--- src/rtl/vga_timing_ctrl_if.sv ---
// rtl/vga_timing_ctrl_if.sv - raster timing bundle from vga_timing_ctrl to its consumers
//
// Purpose: carries pixel enable, raster position, sync and frame strobe signals.
// Signals:
//   p_tick       pixel enable, one sys_clk cycle wide
//   x, y         horizontal / vertical raster count (SCREEN_WIDTH bits)
//   video_on     (x,y) lies inside the visible area
//   hsync/vsync  active-low sync pulses for the VGA connector
//   frame_start  one-cycle strobe after the frame wrap
//   frame_cnt    frames since reset, wrapping
// Modports: master = timing generator (drives), slave = pixel_gen / game logic (reads).
interface vga_timing_ctrl_if #(
  parameter int SCREEN_WIDTH    = 10,
  parameter int FRAME_CNT_WIDTH = 8
);
  logic                       p_tick;
  logic [SCREEN_WIDTH-1:0]    x;
  logic [SCREEN_WIDTH-1:0]    y;
  logic                       video_on;
  logic                       hsync;
  logic                       vsync;
  logic                       frame_start;
  logic [FRAME_CNT_WIDTH-1:0] frame_cnt;

  modport master (
    output p_tick, x, y, video_on, hsync, vsync, frame_start, frame_cnt
  );

  modport slave (
    input p_tick, x, y, video_on, hsync, vsync, frame_start, frame_cnt
  );
endinterface

--- src/rtl/vga_timing_ctrl.sv ---
// rtl/vga_timing_ctrl.sv - VGA raster timing generator with pixel divider and frame strobe
//
// Purpose: divides sys_clk into a pixel-enable tick, runs the horizontal and
// vertical raster counters, and decodes registered video_on/hsync/vsync that
// always line up with the x/y being presented. Emits a per-frame strobe and a
// wrapping frame counter so game logic can update state between frames.
// Ports:
//   sys_clk    in   system clock
//   sys_rst_n  in   asynchronous active-low reset
//   vga        master modport of vga_timing_ctrl_if (all timing outputs)
module vga_timing_ctrl #(
  parameter int CLK_DIV         = 4,
  parameter int H_DISPLAY       = 640,
  parameter int H_FRONT         = 16,
  parameter int H_SYNC          = 96,
  parameter int H_BACK          = 48,
  parameter int V_DISPLAY       = 480,
  parameter int V_FRONT         = 10,
  parameter int V_SYNC          = 2,
  parameter int V_BACK          = 33,
  parameter int SCREEN_WIDTH    = 10,
  parameter int FRAME_CNT_WIDTH = 8
) (
  input  logic               sys_clk,
  input  logic               sys_rst_n,
  vga_timing_ctrl_if.master  vga
);

  localparam int H_TOTAL = H_DISPLAY + H_FRONT + H_SYNC + H_BACK;
  localparam int V_TOTAL = V_DISPLAY + V_FRONT + V_SYNC + V_BACK;
  localparam int DIV_W   = (CLK_DIV > 1) ? $clog2(CLK_DIV) : 1;
  localparam int SW      = SCREEN_WIDTH;
  localparam int FW      = FRAME_CNT_WIDTH;

  localparam logic [DIV_W-1:0] DIV_LAST = DIV_W'(CLK_DIV - 1);
  localparam logic [SW-1:0]    H_LAST   = SW'(H_TOTAL - 1);
  localparam logic [SW-1:0]    V_LAST   = SW'(V_TOTAL - 1);
  localparam logic [SW-1:0]    H_VIS    = SW'(H_DISPLAY);
  localparam logic [SW-1:0]    V_VIS    = SW'(V_DISPLAY);
  // Sync windows are held as inclusive first/last so H_TOTAL itself never
  // has to fit in SCREEN_WIDTH bits.
  localparam logic [SW-1:0]    HS_FIRST = SW'(H_DISPLAY + H_FRONT);
  localparam logic [SW-1:0]    HS_LAST  = SW'(H_DISPLAY + H_FRONT + H_SYNC - 1);
  localparam logic [SW-1:0]    VS_FIRST = SW'(V_DISPLAY + V_FRONT);
  localparam logic [SW-1:0]    VS_LAST  = SW'(V_DISPLAY + V_FRONT + V_SYNC - 1);

  logic [DIV_W-1:0] div_cnt_q, div_cnt_d;
  logic [SW-1:0]    x_q, x_d;
  logic [SW-1:0]    y_q, y_d;
  logic             video_on_q, video_on_d;
  logic             hsync_q, hsync_d;
  logic             vsync_q, vsync_d;
  logic             frame_start_q, frame_start_d;
  logic [FW-1:0]    frame_cnt_q, frame_cnt_d;

  logic tick;
  logic line_end;
  logic frame_end;

  assign tick      = (div_cnt_q == DIV_LAST);
  assign line_end  = (x_q == H_LAST);
  assign frame_end = line_end && (y_q == V_LAST);

  always_comb begin
    div_cnt_d     = tick ? '0 : div_cnt_q + DIV_W'(1);
    x_d           = x_q;
    y_d           = y_q;
    frame_start_d = 1'b0;
    frame_cnt_d   = frame_cnt_q;

    if (tick) begin
      if (line_end) begin
        x_d = '0;
        y_d = (y_q == V_LAST) ? '0 : y_q + SW'(1);
      end else begin
        x_d = x_q + SW'(1);
      end
      // Line and frame wrap on one edge form a single event.
      if (frame_end) begin
        frame_start_d = 1'b1;
        frame_cnt_d   = frame_cnt_q + FW'(1);
      end
    end

    // Decode from the post-update position so the registered flags carry
    // zero latency relative to x/y.
    video_on_d = (x_d < H_VIS) && (y_d < V_VIS);
    hsync_d    = !((x_d >= HS_FIRST) && (x_d <= HS_LAST));
    vsync_d    = !((y_d >= VS_FIRST) && (y_d <= VS_LAST));
  end

  always_ff @(posedge sys_clk or negedge sys_rst_n) begin
    if (!sys_rst_n) begin
      div_cnt_q     <= '0;
      x_q           <= '0;
      y_q           <= '0;
      video_on_q    <= 1'b0;
      hsync_q       <= 1'b1;
      vsync_q       <= 1'b1;
      frame_start_q <= 1'b0;
      frame_cnt_q   <= '0;
    end else begin
      div_cnt_q     <= div_cnt_d;
      frame_start_q <= frame_start_d;
      frame_cnt_q   <= frame_cnt_d;
      if (tick) begin
        x_q        <= x_d;
        y_q        <= y_d;
        video_on_q <= video_on_d;
        hsync_q    <= hsync_d;
        vsync_q    <= vsync_d;
      end
    end
  end

  // With CLK_DIV=1 the decode is permanently true, so reset must mask it.
  assign vga.p_tick      = tick && sys_rst_n;
  assign vga.x           = x_q;
  assign vga.y           = y_q;
  assign vga.video_on    = video_on_q;
  assign vga.hsync       = hsync_q;
  assign vga.vsync       = vsync_q;
  assign vga.frame_start = frame_start_q;
  assign vga.frame_cnt   = frame_cnt_q;

endmodule

--- src/flat_wrapper.sv ---
// flat-port wrapper written by rule: the top's interface ports become plain ports
module vga_timing_ctrl_flat 
#(
  parameter int CLK_DIV         = 4,
  parameter int H_DISPLAY       = 640,
  parameter int H_FRONT         = 16,
  parameter int H_SYNC          = 96,
  parameter int H_BACK          = 48,
  parameter int V_DISPLAY       = 480,
  parameter int V_FRONT         = 10,
  parameter int V_SYNC          = 2,
  parameter int V_BACK          = 33,
  parameter int SCREEN_WIDTH    = 10,
  parameter int FRAME_CNT_WIDTH = 8
)
  (sys_clk, sys_rst_n, vga_p_tick, vga_x, vga_y, vga_video_on, vga_hsync, vga_vsync, vga_frame_start, vga_frame_cnt);
  vga_timing_ctrl_if #(.SCREEN_WIDTH(SCREEN_WIDTH), .FRAME_CNT_WIDTH(FRAME_CNT_WIDTH)) vga_i ();
  input  logic sys_clk;
  input  logic sys_rst_n;
  output wire logic [$bits(vga_i.p_tick)-1:0] vga_p_tick;
  output wire logic [$bits(vga_i.x)-1:0] vga_x;
  output wire logic [$bits(vga_i.y)-1:0] vga_y;
  output wire logic [$bits(vga_i.video_on)-1:0] vga_video_on;
  output wire logic [$bits(vga_i.hsync)-1:0] vga_hsync;
  output wire logic [$bits(vga_i.vsync)-1:0] vga_vsync;
  output wire logic [$bits(vga_i.frame_start)-1:0] vga_frame_start;
  output wire logic [$bits(vga_i.frame_cnt)-1:0] vga_frame_cnt;
  assign vga_p_tick = vga_i.p_tick;
  assign vga_x = vga_i.x;
  assign vga_y = vga_i.y;
  assign vga_video_on = vga_i.video_on;
  assign vga_hsync = vga_i.hsync;
  assign vga_vsync = vga_i.vsync;
  assign vga_frame_start = vga_i.frame_start;
  assign vga_frame_cnt = vga_i.frame_cnt;
  vga_timing_ctrl #(.CLK_DIV(CLK_DIV), .H_DISPLAY(H_DISPLAY), .H_FRONT(H_FRONT), .H_SYNC(H_SYNC), .H_BACK(H_BACK), .V_DISPLAY(V_DISPLAY), .V_FRONT(V_FRONT), .V_SYNC(V_SYNC), .V_BACK(V_BACK), .SCREEN_WIDTH(SCREEN_WIDTH), .FRAME_CNT_WIDTH(FRAME_CNT_WIDTH)) u_core (.sys_clk(sys_clk), .sys_rst_n(sys_rst_n), .vga(vga_i));
endmodule
--- config.mk ---
export PLATFORM = sky130hd
export DESIGN_NAME = vga_timing_ctrl_flat
export DESIGN_NICKNAME = d
export VERILOG_FILES = /design/src/rtl/vga_timing_ctrl_if.sv /design/src/rtl/vga_timing_ctrl.sv /design/src/flat_wrapper.sv
export SDC_FILE = /design/constraint.sdc
export NUM_CORES = 1
export LEC_CHECK = 0
export CAP_MARGIN = 20
export CORE_UTILIZATION = 43
export DETAILED_ROUTE_END_ITERATION = 12
export GPL_TIMING_DRIVEN = 0
export PLACE_DENSITY = 0.68
export SLEW_MARGIN = 20
export SYNTH_ARGS = -nofsm -noshare
export SYNTH_HDL_FRONTEND = slang
export SYNTH_SLANG_ARGS = --single-unit
--- constraint.sdc ---
create_clock -name sys_clk -period 3 [get_ports sys_clk]
set_input_delay 0.45 -clock sys_clk [delete_from_list [all_inputs] [get_ports sys_clk]]
set_output_delay 0.45 -clock sys_clk [all_outputs]
set_load 0.05 [all_outputs]
==> results.sh, run 1 <==
export IMPL_status="completed"
export IMPL_io_pins=35
export IMPL_hold_viol=0
export IMPL_worst_pin_slew_ns=0.537
export IMPL_ir_drop_mv=0.189
export IMPL_required_ns=3.21
export IMPL_finClkSkew_ns=0.00228
export IMPL_p_int_mw=0.646
export IMPL_ys_warn_count=0
export IMPL_yosys_cell_types_count=42
export IMPL_row_count=22
export IMPL_cts_tree="built"
export IMPL_post_cts_buffers=0
export IMPL_syn_nets=184
export IMPL_rsz0062_at_grt="false"
export IMPL_clk_pin_slew_ns=0.07
export IMPL_cts_sinks=34
export IMPL_power_leakage_nw=1.00
export IMPL_r2r_end="u_core.vga.frame_cnt[7]"
export IMPL_crit_arrival_ns=2.70
export IMPL_hold_class="in -> async"
export IMPL_p_switching_mw=0.181
export IMPL_rr_startpoint="u_core.vga.y[1]"
export IMPL_grt_max_degree=27
export IMPL_grt_pass1_wl_um=6560
export IMPL_synth_area_leaders="dfrtp_1 45%, xor2_1 4.9%, nand2_1 4.7%"
export IMPL_die_x_um=66.2
export IMPL_max_slew_margin_rel_pct=63.9
export IMPL_grt_pass1_vias=1456
export IMPL_synth_seq_cells=34
export IMPL_cts_path_max_buffers=2
export IMPL_ctsResizeCount=0
export IMPL_synthFlopType="dfrtp_1"
export IMPL_synthTopCellsByCount="32 x dfrtp_1, 22 x nand2_1, 15 x nor2_1"
export IMPL_cp_start_kind="flop"
export IMPL_crit_chain="inv_1 -> ha_1 -> or3b_1 -> nor4_2 -> and2_1 -> buf_4 -> nand4_1 -> nor3_1 -> xor2_1"
export IMPL_drt_iter0_markers=81
export IMPL_cpPeakStageDelay_ns=0.44
export IMPL_synth_edf_count=0
export IMPL_power_density_nw_per_um2=362
export IMPL_power_frac_seq_pct=55.4
export IMPL_root_buffer="clkbuf_8"
export IMPL_cp_buffers_inverters=2
export IMPL_rr_worst_depth=9
export IMPL_finalPower_mw=0.827
export IMPL_overflow=0
export IMPL_port_buffers=34
export IMPL_n_fill_cell=331
export IMPL_chipHeight_um=66.2
export IMPL_post_route_period_util_pct=83.0
export IMPL_cts_buffers=5
export IMPL_die_area_um2=4380
export IMPL_cap_violations=0
export IMPL_seq_area_frac_synth_pct=48.2
export IMPL_worstSetupPathType="reg -> reg"
export IMPL_viasPerCell=5.54
export IMPL_regToRegSetupSlack_ns=0.51
export IMPL_synth_avg_cell_area_um2=10.0
export IMPL_final_util_pct=60.1
export IMPL_critPathTopFamily="simple AND/OR/NAND/NOR gates"
export IMPL_synth_async_reset_ratio_pct=100
export IMPL_num_vias=1485
export IMPL_globalplace_congestion=0.849
export IMPL_crit_slowest_cell="dfrtp_1"
export IMPL_antenna_found_initial=0
export IMPL_cp_max_fo=9
export IMPL_htree_levels=2
export IMPL_whs_ns=0.0216
export IMPL_setup_violations=0
export IMPL_cts_hold_buf=0
export IMPL_antenna_left=0
export IMPL_wire_per_inst_um=14.2
export IMPL_synth_largest_area_cell="dfrtp_1"
export IMPL_timing_fmax_mhz=402
export IMPL_start_util_pct=46.6
export IMPL_synthCells=177
export IMPL_syn2layout_area_growth_pct=28.8
export IMPL_p_clk_share_pct=43.0
export IMPL_syn_area_um2=1770
export IMPL_antenna_cells=0
export IMPL_routed_wl_um=3820
export IMPL_drive_above_1_share_pct=10.9
export IMPL_drc=0
export IMPL_clk_latency_ns=0.28
export IMPL_coreArea_um2=3800
export IMPL_comb_power_share_pct=1.5
export IMPL_dpl_hpwl_um=2770
export IMPL_yosysMostFrequentCell="dfrtp_1"
export IMPL_seq_area_um2=853
export IMPL_fin_crit_ns=2.49
export IMPL_grt_total_usage_pct=20.1
export IMPL_layout_nets=226
export IMPL_dr_pass1_iters=4
export IMPL_slew_viol_final=0
export IMPL_cp_end_kind="flop"
export IMPL_multiInputGateArea_um2=853
export IMPL_yosysTopAreaCellShare_pct=45.2
export IMPL_netSwitchingFraction_pct=21.9
## layout by cell type, fill, tap and decap left out, drive strengths merged
master and n:
buf 7, or3b 1, a32oi 2, nand4 6, a21oi 3, xor2 10
nand4b 1, o21ai 10, nor4 2, o2111ai 1, nor3 8, o32ai 1
nor2 16, mux2i 1, a31oi 3, xnor2 9, clkinvlp 1, and3 4
a41oi 1, nand3 8, clkdlybuf4s50 33, ha 5, and4 2, inv 5
a2bb2oi 1, o221ai 1, or3 3, nand2 22, nor2b 2, mux2 1
dfrtp 32, o31a 1, nand2b 2, nor4b 1, dfstp 2, and2 4
clkinv 1, o31ai 1, clkbuf 6
## per-layer routing
metal | vias to the layer above | wire, um | track usage [%]
met5 | - | 0 | 0
met4 | 0 | 65 | 9.84
met3 | 9 | 167 | 4.83
met2 | 37 | 1860 | 31.8
met1 | 732 | 1720 | 25.6
li1 | 707 | - | -
## registers in the layout, indices dropped and copies added (netlist names)
signal and flops:
u_core.div_cnt_q 2, u_core.vga.frame_cnt 8, u_core.vga.frame_start 1, u_core.vga.hsync 1, u_core.vga.video_on 1, u_core.vga.vsync 1, u_core.vga.x 10, u_core.vga.y 10
## power groups by stage
stage	clock network, mW	registers (mW)	logic (mW)
final	0.356	0.458	0.0125
after global routing	0.380	0.458	0.0147
after CTS	0.363	0.458	0.0133
after detailed placement	0	0.467	0.0132
after global placement	0	0.467	0.0102
after floorplan	0	0.467	0.000000426
## worst register-to-register path, stage by stage (launching register included)
cell and delay [ns]:
dfrtp_1 0.44, inv_1 0.10, ha_1 0.15, or3b_1 0.35
nor4_2 0.41, and2_1 0.20, buf_4 0.16, nand4_1 0.16
nor3_1 0.26, xor2_1 0.18
## per-stage QoR
step | setup slack (ns) | cells | instance area [um2] | TNS (ns)
2_1_floorplan | 0.583 | 177 | 1770 | 0
3_3_place_gp | -0.519 | 259 | 2170 | -0.519
3_5_place_dp | 0.501 | 260 | 2190 | 0
4_1_cts | 0.474 | 268 | 2280 | 0
5_1_grt | 0.254 | 268 | 2280 | 0
6_report | 0.510 | 268 | 2280 | 0
## kinds of logic (layout without fill, tap and decap cells)
kind of cell	count (synthesis)	count (layout)	synth area share, %
AND/OR/NAND/NOR	82	82	24.9
flip-flops	34	34	48.2
AO/OA/AOI/OAI	25	25	9.11
XOR/XNOR	19	19	9.39
buffers and inverters	10	53	3.67
adder cells (fa/ha/maj)	5	5	3.53
multiplexers	2	2	1.20
## cell type report
cell class	instances	share of cell area (%)
Clock inverter	2	0.548
Inverter	5	0.822
Tap cell	48	2.63
Sequential cell	34	37.4
Buffer	5	2.03
Timing Repair Buffer	35	15.6
Clock buffer	6	3.62
Multi-Input combinational cell	133	37.4
## how the worst max path moves through the flow
stage,from,end,slack [ns],cells after the start
6_report,u_core.vga.y[1],u_core.vga.frame_cnt[7],0.51,9
3_3_place_gp,sys_rst_n,vga_p_tick,-0.52,3
3_5_place_dp,u_core.vga.y[0],u_core.vga.frame_cnt[7],0.50,9
5_1_grt,u_core.vga.y[1],u_core.vga.frame_cnt[7],0.25,9
4_1_cts,u_core.vga.y[1],u_core.vga.frame_cnt[7],0.47,9
2_1_floorplan,u_core.vga.y[1],u_core.vga.frame_cnt[7],0.58,9
Note: power is estimated with default switching activity, not from simulation.
==> run 2: changes to the inputs <==
Clock period 3 ns to 2.5 ns, I/O delays scaled along.
==> run 2 against run 1 <==
  * Non-clock buffer count increased by 2
  * Sequential share of layout area is 0.51 points lower
  * Register-to-register slack lost 0.33 ns
  * Total power rose by 21%
  * Critical path depth decreased by 4
  * Setup slack worse by 0.39 ns
  * Hold slack better by 0.0042 ns
  * Clock skew is essentially flat
  * Clock power increased by 21%
  * Combinational power increased by 30%
  * Sequential cell count did not move
==> results.sh, run 2 (same netlist as run 1, synthesis figures left out) <==
export IMPL_final_common_cell="clkdlybuf4s50_1"
export IMPL_die_x_um=66.2
export IMPL_finClkSkew_ns=0.00218
export IMPL_postLayoutCellArea_um2=2310
export IMPL_clk_latency_ns=0.29
export IMPL_pre_cts_slack_ns=0.00133
export IMPL_whs_ns=0.0259
export IMPL_post_route_period_util_pct=95.2
export IMPL_grt_total_usage_pct=20.1
export IMPL_overflow=0
export IMPL_required_ns=2.12
export IMPL_dp_cells=260
export IMPL_wire_per_inst_um=14.4
export IMPL_clk_pin_slew_ns=0.07
export IMPL_coreArea_um2=3800
export IMPL_globalplace_congestion=0.849
export IMPL_drc=0
export IMPL_htree_levels=2
export IMPL_setup_tns_final_ns=0
export IMPL_routed_wl_um=3890
export IMPL_rr_startpoint="u_core.vga.y[1]"
export IMPL_io_pins=35
export IMPL_setup_violations=0
export IMPL_drive_above_1_share_pct=11.7
export IMPL_num_vias=1499
export IMPL_crit_start="u_core.div_cnt_q[0]"
export IMPL_row_count=22
export IMPL_antenna_found_initial=0
export IMPL_cp_end_kind="output port"
export IMPL_status="completed"
export IMPL_power_leakage_nw=1.01
export IMPL_stdcell_count=270
export IMPL_grt_max_degree=27
export IMPL_final_util_pct=60.9
export IMPL_cp_max_fo=10
export IMPL_cp_start_kind="flop"
export IMPL_ir_drop_mv=0.227
export IMPL_grt_pass1_wl_um=6560
export IMPL_cts_tree="built"
export IMPL_cts_path_max_buffers=2
export IMPL_syn2layout_area_growth_pct=30.6
export IMPL_finalPower_mw=0.998
export IMPL_n_fill_cell=327
export IMPL_cts_sinks=34
export IMPL_chipHeight_um=66.2
export IMPL_place_area_um2=2190
export IMPL_start_util_pct=46.6
export IMPL_antenna_left=0
export IMPL_crit_arrival_ns=2.01
export IMPL_worst_pin_slew_ns=0.505
export IMPL_dr_pass1_iters=4
export IMPL_slew_viol_final=0
export IMPL_final_cell_mix="33 x clkdlybuf4s50_1, 32 x dfrtp_1, 22 x nand2_1, 15 x nor2_1"
export IMPL_die_area_um2=4380
export IMPL_antenna_cells=0
export IMPL_drt_iter0_markers=95
export IMPL_max_slew_margin_rel_pct=66.2
export IMPL_layout_setup_ws_ns=0.120
export IMPL_viasPerCell=5.55
export IMPL_hold_class="in -> async"
export IMPL_fin_crit_ns=2.38
export IMPL_hold_viol=0
export IMPL_worstSetupPathType="reg -> out"
export IMPL_dpl_hpwl_um=2770
export IMPL_cap_violations=0
export IMPL_power_density_nw_per_um2=431
export IMPL_grt_pass1_vias=1455
export IMPL_port_buffers=34
export IMPL_timing_fmax_mhz=420
export IMPL_layout_nets=228
export IMPL_root_buffer="clkbuf_8"
export IMPL_cts_buffers=5
run 2: power by group:
| part | switching (mW) | internal, mW |
|---|---|---|
| registers | 0 | 0.550 |
| logic | 0.0114 | 0.00484 |
| clock network | 0.210 | 0.221 |
run 2: repair_timing:
action,4_1_cts,5_1_grt
buffers inserted,0,1
resized for setup,1,1
endpoints found under the setup margin,1,1
hold endpoints to repair,9,0
pin swaps,0,3
hold buffers,1,0
run 2: metal layers:
metal | track usage [%] | wire, um | vias to the layer above
met1 | 25.7 | 1730 | 739
met2 | 31.8 | 1900 | 41
met3 | 4.83 | 178 | 11
met5 | 0 | 0 | -
met4 | 9.84 | 78 | 0
li1 | - | - | 708
run 2: final timing paths:
kind / endpoint / slack [ns] / cells past startpoint
max in group asynchronous: u_core.vga.frame_cnt[4] / 1.64 / 2
worst max-delay path: vga_p_tick / 0.12 / 5
worst min register to register: u_core.div_cnt_q[0] / 0.44 / 1
worst max register to register: u_core.vga.frame_cnt[7] / 0.18 / 9
worst min-delay path: u_core.vga.y[1] / 0.03 / 2
min in group sys_clk: u_core.div_cnt_q[0] / 0.44 / 1
run 2: critical path, cell delays in order (launching register included):
cell,delay [ns]
dfrtp_1,0.36
ha_1,0.17
buf_6,0.14
buf_6,0.14
and2_1,0.12
clkdlybuf4s50_1,0.79
run 2: layout make-up:
class                   instances  area [um2]  area share [%]
well taps                      48        60.1            2.60
inverters                       5        18.8           0.811
repair buffers                 37         373            16.1
multi-input cells             133         867            37.5
clock buffers                   6        82.6            3.57
plain buffers                   5        46.3            2.00
flip-flops and latches         34         853            36.9
clock inverters                 2        12.5           0.541
==> run 3: changes to the inputs <==
Settings changed: CORE_MARGIN from default to 2.
==> run 3 against run 2 <==
  * The flow now finishes with violations (hold timing)
  * Sequential power barely moved
  * First-iteration DRC count up 35%
  * Cell count grew 1.1%
  * Global-route usage decreased by 0.83 points
  * Critical path type unchanged
  * Largest power group unchanged
  * Highest routed layer unchanged
==> results.sh, run 3 (same netlist as run 1, synthesis figures left out) <==
export IMPL_status="finished with violations"
export IMPL_violations="hold timing"
export IMPL_row_count=23
export IMPL_cts_sinks=34
export IMPL_power_density_nw_per_um2=422
export IMPL_finalPower_mw=0.982
export IMPL_drive_above_1_share_pct=13.5
export IMPL_whs_ns=-0.00430
export IMPL_port_buffers=34
export IMPL_syn2layout_area_growth_pct=31.4
export IMPL_rr_startpoint="u_core.vga.x[5]"
export IMPL_r2r_end="u_core.vga.video_on"
export IMPL_coreArea_um2=3970
export IMPL_clk_latency_ns=0.28
export IMPL_globalplace_congestion=0.895
export IMPL_crit_arrival_ns=2.02
export IMPL_final_cell_mix="33 x clkdlybuf4s50_1, 30 x dfrtp_1, 22 x nand2_1, 15 x nor2_1"
export IMPL_drt_iter0_markers=128
export IMPL_cts_tree="built"
export IMPL_fin_crit_ns=2.39
export IMPL_timing_fmax_mhz=418
export IMPL_rr_worst_depth=7
export IMPL_dr_pass1_iters=4
export IMPL_cp_max_fo=10
export IMPL_cts_path_max_buffers=2
export IMPL_clk_pin_slew_ns=0.07
export IMPL_n_fill_cell=347
export IMPL_power_leakage_nw=1.02
export IMPL_hold_viol=8
export IMPL_drc=0
export IMPL_antenna_cells=0
export IMPL_regToRegSetupSlack_ns=0.21
export IMPL_multiInputGateArea_um2=868
export IMPL_required_ns=2.12
export IMPL_cp_end_kind="output port"
export IMPL_final_util_pct=58.6
export IMPL_ir_drop_mv=0.299
export IMPL_dpl_hpwl_um=2900
export IMPL_setup_violations=0
export IMPL_final_common_cell="clkdlybuf4s50_1"
export IMPL_worst_pin_slew_ns=0.502
export IMPL_layout_nets=229
export IMPL_worstSetupPathType="reg -> out"
export IMPL_antenna_found_initial=0
export IMPL_grt_pass1_vias=1387
export IMPL_routed_wl_um=3870
export IMPL_wire_per_inst_um=14.2
export IMPL_die_area_um2=4650
export IMPL_io_pins=35
export IMPL_viasPerCell=5.47
export IMPL_root_buffer="clkbuf_8"
export IMPL_hold_class="in -> async"
export IMPL_grt_total_usage_pct=19.3
export IMPL_max_slew_margin_rel_pct=66.4
export IMPL_seq_area_um2=856
export IMPL_grt_pass1_wl_um=6660
export IMPL_overflow=0
export IMPL_cap_violations=0
export IMPL_htree_levels=2
export IMPL_slew_viol_final=0
export IMPL_cp_start_kind="flop"
export IMPL_chipHeight_um=68.2
export IMPL_start_util_pct=44.6
export IMPL_finClkSkew_ns=0.00711
export IMPL_cts_buffers=5
export IMPL_num_vias=1494
export IMPL_die_x_um=68.2
export IMPL_grt_max_degree=23
export IMPL_post_route_period_util_pct=95.6
export IMPL_antenna_left=0
[run 3: cell types whose count changed in the layout (fill, tap and decap cells not counted), sizes merged]
cell / previous run / this run
clkinvlp: 1 / 0
buf: 8 / 10
dlygate4sd3: 1 / 0
clkbuf: 6 / 7
[run 3: timing repair]
item	in CTS	in global routing
hold buffers	0	0
resized for setup	0	5
endpoints found under the setup margin	0	3
buffers inserted	0	3
[run 3: cell type report]
| type | instances | share of cell area [%] |
|---|---|---|
| timing repair buffer | 38 | 16.6 |
| clock buffer | 7 | 3.71 |
| multi-input combinational | 133 | 37.3 |
| clock inverter | 1 | 0.215 |
| sequential | 34 | 36.8 |
| inverter | 5 | 0.806 |
| buffer | 5 | 1.99 |
| tap | 50 | 2.69 |
[run 3: worst max path at each step]
| stage | from | end | slack, ns |
|---|---|---|---|
| 2_1_floorplan | u_core.vga.y[1] | u_core.vga.frame_cnt[7] | 0.08 |
| 3_3_place_gp | sys_rst_n | vga_p_tick | -0.85 |
| 3_5_place_dp | u_core.vga.y[1] | u_core.vga.frame_cnt[7] | 0.03 |
| 4_1_cts | u_core.vga.y[1] | u_core.vga.frame_cnt[7] | 0.0001 |
| 5_1_grt | u_core.vga.y[1] | u_core.vga.frame_cnt[6] | -0.005 |
| 6_report | u_core.div_cnt_q[0] | vga_p_tick | 0.11 |
[run 3: stage by stage]
stage | worst slack (ns) | cells | hold slack [ns] | area (um2) | setup TNS (ns)
after floorplan | 0.0827 | 177 | 0.0794 | 1770 | 0
after global placement | -0.852 | 261 | 0.415 | 2170 | -0.852
after detailed placement | 0.0345 | 262 | 0.310 | 2200 | 0
after CTS | 0.000133 | 270 | 0.00326 | 2290 | 0
after global routing | -0.00472 | 273 | 0.00630 | 2330 | -0.00472
final | 0.109 | 273 | -0.00430 | 2330 | 0
[run 3: worst max-delay path: stages (launching register included)]
cell	delay [ns]
dfrtp_1	0.37
ha_1	0.18
buf_6	0.14
buf_6	0.14
and2_1	0.12
clkdlybuf4s50_1	0.79
[run 3: metal layers]
layer	wire (um)	part of all wire [%]	GRT usage, %
met1	1710	44	25.3
met2	1930	50	31.1
met3	181	4.7	4.28
met4	51	1.3	7.25
met5	0	0	0
[run 3: power by group]
group | internal (mW) | switching, mW
clock network | 0.222 | 0.193
registers | 0.550 | 0
logic | 0.00492 | 0.0113
total | 0.777 | 0.205
